`src/rtl/fp_divsqrt_seq_if.sv`:
```
// Handshake bundle between issue/writeback logic and the div/sqrt sequencer.
// The slave side belongs to the sequencer and the master side to the pipeline.
interface fp_divsqrt_seq_if;
    logic        issue;
    logic        issue_sqrt;
    logic [4:0]  issue_rd;
    logic        e3w;
    logic        stall_div_sqrt;
    logic        busy;
    logic        ds_start;
    logic        ds_op;
    logic        ds_iter_en;
    logic [2:0]  ds_iter_idx;
    logic        ds_round;
    logic        ds_wf;
    logic [4:0]  ds_wn;
    logic        err;
    logic [15:0] perf_ops;
    logic [31:0] perf_stall;

    modport master (
        output issue, issue_sqrt, issue_rd, e3w,
        input  stall_div_sqrt, busy, ds_start, ds_op, ds_iter_en,
        input  ds_iter_idx, ds_round, ds_wf, ds_wn, err,
        input  perf_ops, perf_stall
    );

    modport slave (
        input  issue, issue_sqrt, issue_rd, e3w,
        output stall_div_sqrt, busy, ds_start, ds_op, ds_iter_en,
        output ds_iter_idx, ds_round, ds_wf, ds_wn, err,
        output perf_ops, perf_stall
    );
endinterface

```
`src/rtl/fp_divsqrt_seq.sv`:
```
// Sequencer for the shared multi-cycle FP divide/sqrt datapath.
// Optional performance counters are built when FP_DIVSQRT_PERF_EN is defined.
module fp_divsqrt_seq #(
    parameter int DIV_ITER     = 3,
    parameter int SQRT_ITER    = 5,
    parameter int CYC_PER_ITER = 2
) (
    input  logic clk,
    input  logic rst,
    fp_divsqrt_seq_if.slave bus
);

    localparam logic [2:0] S_IDLE  = 3'd0;
    localparam logic [2:0] S_LOAD  = 3'd1;
    localparam logic [2:0] S_ITER  = 3'd2;
    localparam logic [2:0] S_ROUND = 3'd3;
    localparam logic [2:0] S_WB    = 3'd4;

    localparam logic [2:0] DIV_N    = 3'(DIV_ITER);
    localparam logic [2:0] SQRT_N   = 3'(SQRT_ITER);
    localparam logic [2:0] LAST_CYC = 3'(CYC_PER_ITER - 1);

    logic [2:0] state;
    logic [2:0] n_iter;
    logic [2:0] cyc;
    logic [2:0] idx;
    logic       op;
    logic [4:0] rd;
    logic       err_q;
    logic       iter_fire;
    logic       last_iter;
    logic       idle;

    assign idle      = (state == S_IDLE);
    assign iter_fire = (state == S_ITER) && (cyc == LAST_CYC);
    assign last_iter = (idx == n_iter - 3'd1);

    always_ff @(posedge clk) begin
        if (rst) begin
            state  <= S_IDLE;
            n_iter <= 3'd0;
            cyc    <= 3'd0;
            idx    <= 3'd0;
            op     <= 1'b0;
            rd     <= 5'd0;
            err_q  <= 1'b0;
        end else begin
            if (bus.issue && !idle)
                err_q <= 1'b1;
            case (state)
                S_IDLE: begin
                    if (bus.issue) begin
                        state  <= S_LOAD;
                        op     <= bus.issue_sqrt;
                        rd     <= bus.issue_rd;
                        n_iter <= bus.issue_sqrt ? SQRT_N : DIV_N;
                    end
                end
                S_LOAD: begin
                    state <= S_ITER;
                    cyc   <= 3'd0;
                    idx   <= 3'd0;
                end
                S_ITER: begin
                    if (iter_fire) begin
                        cyc <= 3'd0;
                        if (last_iter) begin
                            // index parks at 0 once iterating is over
                            idx   <= 3'd0;
                            state <= S_ROUND;
                        end else begin
                            idx <= idx + 3'd1;
                        end
                    end else begin
                        cyc <= cyc + 3'd1;
                    end
                end
                S_ROUND: state <= S_WB;
                S_WB: begin
                    // the pipeline E3 write owns the port while e3w is high
                    if (!bus.e3w) begin
                        state  <= S_IDLE;
                        op     <= 1'b0;
                        rd     <= 5'd0;
                        n_iter <= 3'd0;
                    end
                end
                default: state <= S_IDLE;
            endcase
        end
    end

    assign bus.busy           = !idle;
    assign bus.stall_div_sqrt = !idle;
    assign bus.ds_start       = (state == S_LOAD);
    assign bus.ds_op          = op;
    assign bus.ds_iter_en     = iter_fire;
    assign bus.ds_iter_idx    = idx;
    assign bus.ds_round       = (state == S_ROUND);
    assign bus.ds_wf          = (state == S_WB) && !bus.e3w;
    assign bus.ds_wn          = rd;
    assign bus.err            = err_q;

`ifdef FP_DIVSQRT_PERF_EN
    logic [15:0] ops_q;
    logic [31:0] stall_q;

    always_ff @(posedge clk) begin
        if (rst) begin
            ops_q   <= 16'd0;
            stall_q <= 32'd0;
        end else begin
            if (bus.ds_wf)
                ops_q <= ops_q + 16'd1;
            // stall cycles saturate rather than wrap
            if (!idle && stall_q != 32'hFFFF_FFFF)
                stall_q <= stall_q + 32'd1;
        end
    end

    assign bus.perf_ops   = ops_q;
    assign bus.perf_stall = stall_q;
`else
    assign bus.perf_ops   = 16'd0;
    assign bus.perf_stall = 32'd0;
`endif

endmodule

```
`src/flat_wrapper.sv`:
```
// flat-port wrapper written by rule: the top's interface ports become plain ports
module fp_divsqrt_seq_flat 
#(
    parameter int DIV_ITER     = 3,
    parameter int SQRT_ITER    = 5,
    parameter int CYC_PER_ITER = 2
)
  (clk, rst, bus_issue, bus_issue_sqrt, bus_issue_rd, bus_e3w, bus_stall_div_sqrt, bus_busy, bus_ds_start, bus_ds_op, bus_ds_iter_en, bus_ds_iter_idx, bus_ds_round, bus_ds_wf, bus_ds_wn, bus_err, bus_perf_ops, bus_perf_stall);
  fp_divsqrt_seq_if bus_i ();
  input  logic clk;
  input  logic rst;
  input wire logic [$bits(bus_i.issue)-1:0] bus_issue;
  input wire logic [$bits(bus_i.issue_sqrt)-1:0] bus_issue_sqrt;
  input wire logic [$bits(bus_i.issue_rd)-1:0] bus_issue_rd;
  input wire logic [$bits(bus_i.e3w)-1:0] bus_e3w;
  output wire logic [$bits(bus_i.stall_div_sqrt)-1:0] bus_stall_div_sqrt;
  output wire logic [$bits(bus_i.busy)-1:0] bus_busy;
  output wire logic [$bits(bus_i.ds_start)-1:0] bus_ds_start;
  output wire logic [$bits(bus_i.ds_op)-1:0] bus_ds_op;
  output wire logic [$bits(bus_i.ds_iter_en)-1:0] bus_ds_iter_en;
  output wire logic [$bits(bus_i.ds_iter_idx)-1:0] bus_ds_iter_idx;
  output wire logic [$bits(bus_i.ds_round)-1:0] bus_ds_round;
  output wire logic [$bits(bus_i.ds_wf)-1:0] bus_ds_wf;
  output wire logic [$bits(bus_i.ds_wn)-1:0] bus_ds_wn;
  output wire logic [$bits(bus_i.err)-1:0] bus_err;
  output wire logic [$bits(bus_i.perf_ops)-1:0] bus_perf_ops;
  output wire logic [$bits(bus_i.perf_stall)-1:0] bus_perf_stall;
  assign bus_i.issue = bus_issue;
  assign bus_i.issue_sqrt = bus_issue_sqrt;
  assign bus_i.issue_rd = bus_issue_rd;
  assign bus_i.e3w = bus_e3w;
  assign bus_stall_div_sqrt = bus_i.stall_div_sqrt;
  assign bus_busy = bus_i.busy;
  assign bus_ds_start = bus_i.ds_start;
  assign bus_ds_op = bus_i.ds_op;
  assign bus_ds_iter_en = bus_i.ds_iter_en;
  assign bus_ds_iter_idx = bus_i.ds_iter_idx;
  assign bus_ds_round = bus_i.ds_round;
  assign bus_ds_wf = bus_i.ds_wf;
  assign bus_ds_wn = bus_i.ds_wn;
  assign bus_err = bus_i.err;
  assign bus_perf_ops = bus_i.perf_ops;
  assign bus_perf_stall = bus_i.perf_stall;
  fp_divsqrt_seq #(.DIV_ITER(DIV_ITER), .SQRT_ITER(SQRT_ITER), .CYC_PER_ITER(CYC_PER_ITER)) u_core (.clk(clk), .rst(rst), .bus(bus_i));
endmodule
```
`config.mk`:
```
export PLATFORM = sky130hd
export DESIGN_NAME = fp_divsqrt_seq_flat
export DESIGN_NICKNAME = d
export VERILOG_FILES = /design/src/rtl/fp_divsqrt_seq_if.sv /design/src/rtl/fp_divsqrt_seq.sv /design/src/flat_wrapper.sv
export SDC_FILE = /design/constraint.sdc
export NUM_CORES = 1
export LEC_CHECK = 0
export ABC_AREA = 1
export BUFFER_PORTS_ARGS = -buffer_cell sky130_fd_sc_hd__buf_2
export CORE_UTILIZATION = 44
export CTS_CLUSTER_DIAMETER = 120
export DETAILED_ROUTE_END_ITERATION = 10
export HOLD_SLACK_MARGIN = 0.05
export PLACE_DENSITY = 0.88
export SLEW_MARGIN = 20
export SYNTH_ARGS = -nofsm -noshare
export SYNTH_HDL_FRONTEND = slang
export SYNTH_SLANG_ARGS = --single-unit
```
`constraint.sdc`:
```
create_clock -name clk -period 1.45 [get_ports clk]
set_input_delay 0.29 -clock clk [delete_from_list [all_inputs] [get_ports clk]]
set_output_delay 0.29 -clock clk [all_outputs]
set_load 0.01 [all_outputs]
```
# After elaboration in Yosys (flattened, before gate mapping)

Index checks and enable logic that the tools add are counted.

$lt $le $gt $ge: 0
Equal/unequal tests: 10
Bitwise operators: 0
Multiplexer cells: 19
Shift-type cells: 0
Reduce and logical (&&, ||, !) cells: 11
Div/mod/pow operators: 0
$mul: 0
Add/sub/neg operators: 3

Operators by type and width:

| operator                                                           | count |
|---|---|
| 3-bit two-way mux                                                  | 9 |
| 3-bit case mux with 2 select lines                                 | 3 |
| 3-bit case mux with 5 select lines                                 | 1 |
| 5-bit two-way mux                                                  | 2 |
| 5-bit case mux with 2 select lines                                 | 1 |
| 3-bit by 1-bit adder with 3-bit output, second input constant      | 2 |
| 3-bit by 1-bit == test with 1-bit output, second input constant    | 2 |
| 3-bit by 2-bit == test with 1-bit output, second input constant    | 2 |
| 2-bit != test, second input constant                               | 3 |
| 4-bit AND reduction                                                | 1 |
| 2-bit nonzero test                                                 | 2 |
| 3-bit == test                                                      | 1 |
| 3-bit == test, second input constant                               | 1 |
| 1-bit logical AND                                                  | 3 |
| 3-bit logical NOT                                                  | 1 |
| 3-bit AND reduction                                                | 1 |
| 3-bit by 1-bit subtractor with 3-bit output, second input constant | 1 |
| 1-bit logical NOT                                                  | 2 |
| 1-bit two-way mux                                                  | 2 |
| 2-bit by 1-bit != test with 1-bit output, second input constant    | 1 |
| 1-bit case mux with 2 select lines                                 | 1 |
| 2-bit AND reduction                                                | 1 |

Bits in latches: 0
Memories: 0
Bits in registers: 19
Memory bits (writable): 0
Output and inout port bits: 64
ROM bits: 0

# Depth between registers and ports, before layout

Depth after elaboration: 5
Mapped depth: 11
Depth with buffers taken out: 11

# Least setup slack after synthesis

Ideal clock, no wire load.

Kind: register to register
From: register u_core.n_iter[0]
To: register u_core.idx[2] (netlist: u_core.bus.ds_iter_idx[2])
Stages on the path, launching flop included: 8
Required time: 1.335 ns
Setup slack: 0.213 ns
Buffers on the path: 0
Arrival: 1.122 ns
Clock period less this slack: 1.237 ns
Path through: dfxtp_1 > inv_1 > ha_1 > xnor2_1 > nor2_1 > nand2_1 > a21oi_1 > nor2_1

Longest elaborated chain between the ends: 5

RTL lines:

| item                                        | line                 | RTL |
|---|---|---|
| start: declaration                          | fp_divsqrt_seq.sv:24 | `logic [2:0] n_iter;` |
| start signal: assignment                    | fp_divsqrt_seq.sv:56 | `n_iter <= bus.issue_sqrt ? SQRT_N : DIV_N;` |
| 3-bit by 1-bit subtractor with 3-bit output | fp_divsqrt_seq.sv:36 | `assign last_iter = (idx == n_iter - 3'd1);` |
| 3-bit == test                               | fp_divsqrt_seq.sv:36 |  |
| 3-bit two-way mux                           | fp_divsqrt_seq.sv:67 | `if (last_iter) begin` |
| 3-bit two-way mux                           | fp_divsqrt_seq.sv:65 | `if (iter_fire) begin` |
| 3-bit case mux with 2 select lines          | fp_divsqrt_seq.sv:50 | `case (state)` |
| end signal: assignment                      | fp_divsqrt_seq.sv:72 | `idx <= idx + 3'd1;` |
| end: declaration                            | fp_divsqrt_seq.sv:26 | `logic [2:0] idx;` |

Every way passes these cells. The select of a mux whose other input is x is not followed.
A chain may end at the register's enable or synchronous reset.

# Worst setup path in the final report

From: register u_core.cyc[1]
To: output bus_ds_iter_en

Longest elaborated chain between the ends: 2

RTL lines:

| item                                     | line                 | RTL |
|---|---|---|
| start: declaration                       | fp_divsqrt_seq.sv:25 | `logic [2:0] cyc;` |
| start signal: assignment                 | fp_divsqrt_seq.sv:75 | `cyc <= cyc + 3'd1;` |
| 3-bit by 1-bit == test with 1-bit output | fp_divsqrt_seq.sv:35 | `assign iter_fire = (state == S_ITER) && (cyc == LAST_CYC);` |
| 1-bit logical AND                        | fp_divsqrt_seq.sv:35 |  |
| end: declaration                         | flat_wrapper.sv:20   | `output wire logic [$bits(bus_i.ds_iter_en)-1:0] bus_ds_iter_en;` |

Every way passes these cells.

==> qor.csv <==
metric,value,unit
outcome,"complete, but fails checks",
failing checks,negative setup slack,
final net count,224,
Max Fclk,0.677,GHz
Die Ht,56.2,um
CTS tree,yes,
IO Pins,74,
"Clk Latency, worst-skew pair",0.30,ns
Post-DP Area,1270,um2
Hold Path Class,input pin to flop,
crit path DAT,1.19,ns
CTS Sinks,18,
Post-Syn Instances,178,
Min-Delay Endpoint,u_core.bus.ds_wn[4],
CP required,1.16,ns
Cell Rows,19,
clk_skew,0.00202,ns
setup slack at placement,0.121,ns
crit path launch type,flop,
Port Buffer Count,25,
unrepaired setup endpoints after global routing,true,
"Hold-fix buffers, CTS",0,
ant diodes,0,
initial antenna violation count,0,
largest cells by area after synthesis,"buf_4 28%, dfxtp_1 28%, nand2_1 9.9%, a21oi_1 5.8%, inv_1 5.8%",
DRT Pass-1 Iters,4,
Peak VDD IR,1.10,mV
Syn. warnings,0,
GRT Overall Usage,12.1,%
Fin Setup TNS,-0.0265,ns
worst hold path startpoint,bus_issue_rd[4],
Die W,56.2,um
Placer Congestion,0.794,
DIE AREA,3160,um2
hold path depth,3,
Post-route DRC,0,
DR vias,997,
count of state elements after synthesis,18,
# setup viols final,1,
Final Worst Setup Slack,-0.0265,ns
Post-DP HPWL,1.57,mm
max cap viols,0,
largest net degree at the start of global routing,14,
Power Total,2140,uW
"Cell Area, Synth",1290,um2
Netlist cell types,25,
Yosys top cell area share,28.4,%
vias in the first global route,731,
post-synth top area cell,buf_4,
flop2flop setup slack,0.12,ns
Root Driver,clkbuf_4,
Wirelength per Cell,8.40,um
GRT overflow,0,
area grow syn2layout,6.38,%
Crit Reg-Reg Startpoint,u_core.cyc[1],
pwr/cell area,1560,nW/um2
Final Hold Violating Endpoints,0,
DR iter-0 viols,26,
CTS buffer count,3,
P_leak,0.000747,uW
clock buffer depth,2,
crit end category,output port,
fin cells,240,
reg2reg path depth,11,
first-pass GRT wire length,3.06,mm
Core Footprint,2780,um2
fin area,1380,um2
ratio of cells with drive above 1 in the final layout,27.8,%
CP max FO,2,
H-tree depth,1,
post-synthesis sequential area ratio,27.9,%
Final ANT Viol Nets,0,
fin crit period,1.48,ns
Starting Density,46.5,%
r2r endpoint,u_core.cyc[1],
kind of critical path,flop to output port,
Max Slew Vio Count,0,
Syn Area/Cell,7.27,um2
Cells after DPL,232,
fin crit share,102,%
final wirelength,2.02,mm
clk slew on worst S/H paths,0.10,ns
Vias/cell,4.15,
==> worst max-delay path: stages, from the launching register on <==
cell	delay, ns
dfxtp_2	0.34
inv_2	0.06
ha_4	0.12
inv_2	0.03
nor2_4	0.09
nand3_2	0.07
inv_1	0.06
buf_2	0.12
==> cells in the mapped netlist <==
cell	n
nor2_8	1
nor2_4	3
nor2_1	10
inv_2	1
xnor2_1	1
nand4_1	1
a21oi_1	15
a21oi_2	1
conb_1	1
nand2_4	1
o21ai_1	1
ha_1	4
clkbuf_1	1
o21ai_0	4
buf_4	49
inv_1	20
nand3_1	4
nand2_1	34
o22ai_1	1
nand3_2	2
dfxtp_1	18
nor3_1	2
inv_4	1
nor2_2	1
nand2_2	1
==> stage by stage <==
step           utilization [%]  hold slack [ns]
2_1_floorplan                -            0.352
3_3_place_gp              45.7            0.446
3_5_place_dp              45.7            0.451
4_1_cts                   48.6            0.231
5_1_grt                   49.5            0.251
6_report                  49.5            0.230
==> power by group <==
part / switching, uW / total [uW] / internal [uW] / leakage (uW)
Combinational: 667 / 1080 / 416 / 0.000576
Sequential: 117 / 748 / 631 / 0.000150
Clock: 158 / 311 / 153 / 0.0000210
Total: 942 / 2140 / 1200 / 0.000747
==> timing repair <==
| item | in CTS | in global routing |
|---|---|---|
| pin swaps | 1 | 4 |
| buffers inserted | 2 | 2 |
| endpoints found under the setup margin | 5 | 8 |
| gates resized for setup | 12 | 5 |
| gates cloned | 0 | 0 |
==> cell usage in the layout, fill, tap and decap left out, types with 2 or more instances in the layout <==
master / count
nand3_1: 4
dfxtp_2: 4
o21ai_0: 4
dfxtp_4: 2
ha_1: 3
inv_2: 3
nor2_4: 4
a21oi_1: 15
clkbuf_4: 3
inv_1: 17
nand3_2: 2
buf_4: 5
nand2_1: 34
buf_2: 25
dfxtp_1: 12
conb_1: 48
nor2_1: 9
inv_4: 2
==> final cells by class <==
class | count | area [um2]
timing repair buffer | 30 | 163
clock buffer | 4 | 36.3
tap | 31 | 38.8
multi-input combinational | 135 | 678
sequential | 18 | 373
fill | 294 | 1410
inverter | 22 | 87.6
==> metal layers <==
metal  wire length [um]  GRT usage (%)  vias up  share of wire (%)
li1                   -              -      516                  -
met1                864           14.8      424                 43
met2                972           20.6       52                 48
met3                148           2.33        5                7.3
met4                 30           5.23        0                1.5
met5                  0              0        -                  0
==> logic make-up (layout without fill, tap and decap cells) <==
family,after synthesis,in the layout,synth area share (%)
other,1,48,0.290
and+or+nand+nor,60,60,23.1
DFF,18,18,27.9
AOI/OAI and AO/OA,22,22,8.90
xor gates and xnor gates,1,1,0.677
adders and majority gates,4,4,3.87
buffers and inverters,72,56,35.3
==> registers in the layout, summed over array words and instances (netlist names) <==
register                cells
u_core.state                3
u_core.bus.ds_wn            5
u_core.n_iter               3
u_core.bus.ds_iter_idx      3
u_core.cyc                  3
u_core.bus.err              1
==> worst max-delay path by stage <==
stage | slack (ns) | from | to
5_1_grt | -0.10 | u_core.cyc[1] | bus_ds_iter_en
3_3_place_gp | 0.16 | u_core.cyc[0] | bus_ds_iter_en
3_5_place_dp | 0.12 | u_core.n_iter[0] | u_core.bus.ds_iter_idx[2]
2_1_floorplan | 0.21 | u_core.n_iter[0] | u_core.bus.ds_iter_idx[2]
4_1_cts | -0.05 | u_core.cyc[1] | bus_ds_iter_en
6_report | -0.03 | u_core.cyc[1] | bus_ds_iter_en
No activity file was read; power rests on OpenSTA's default activity.
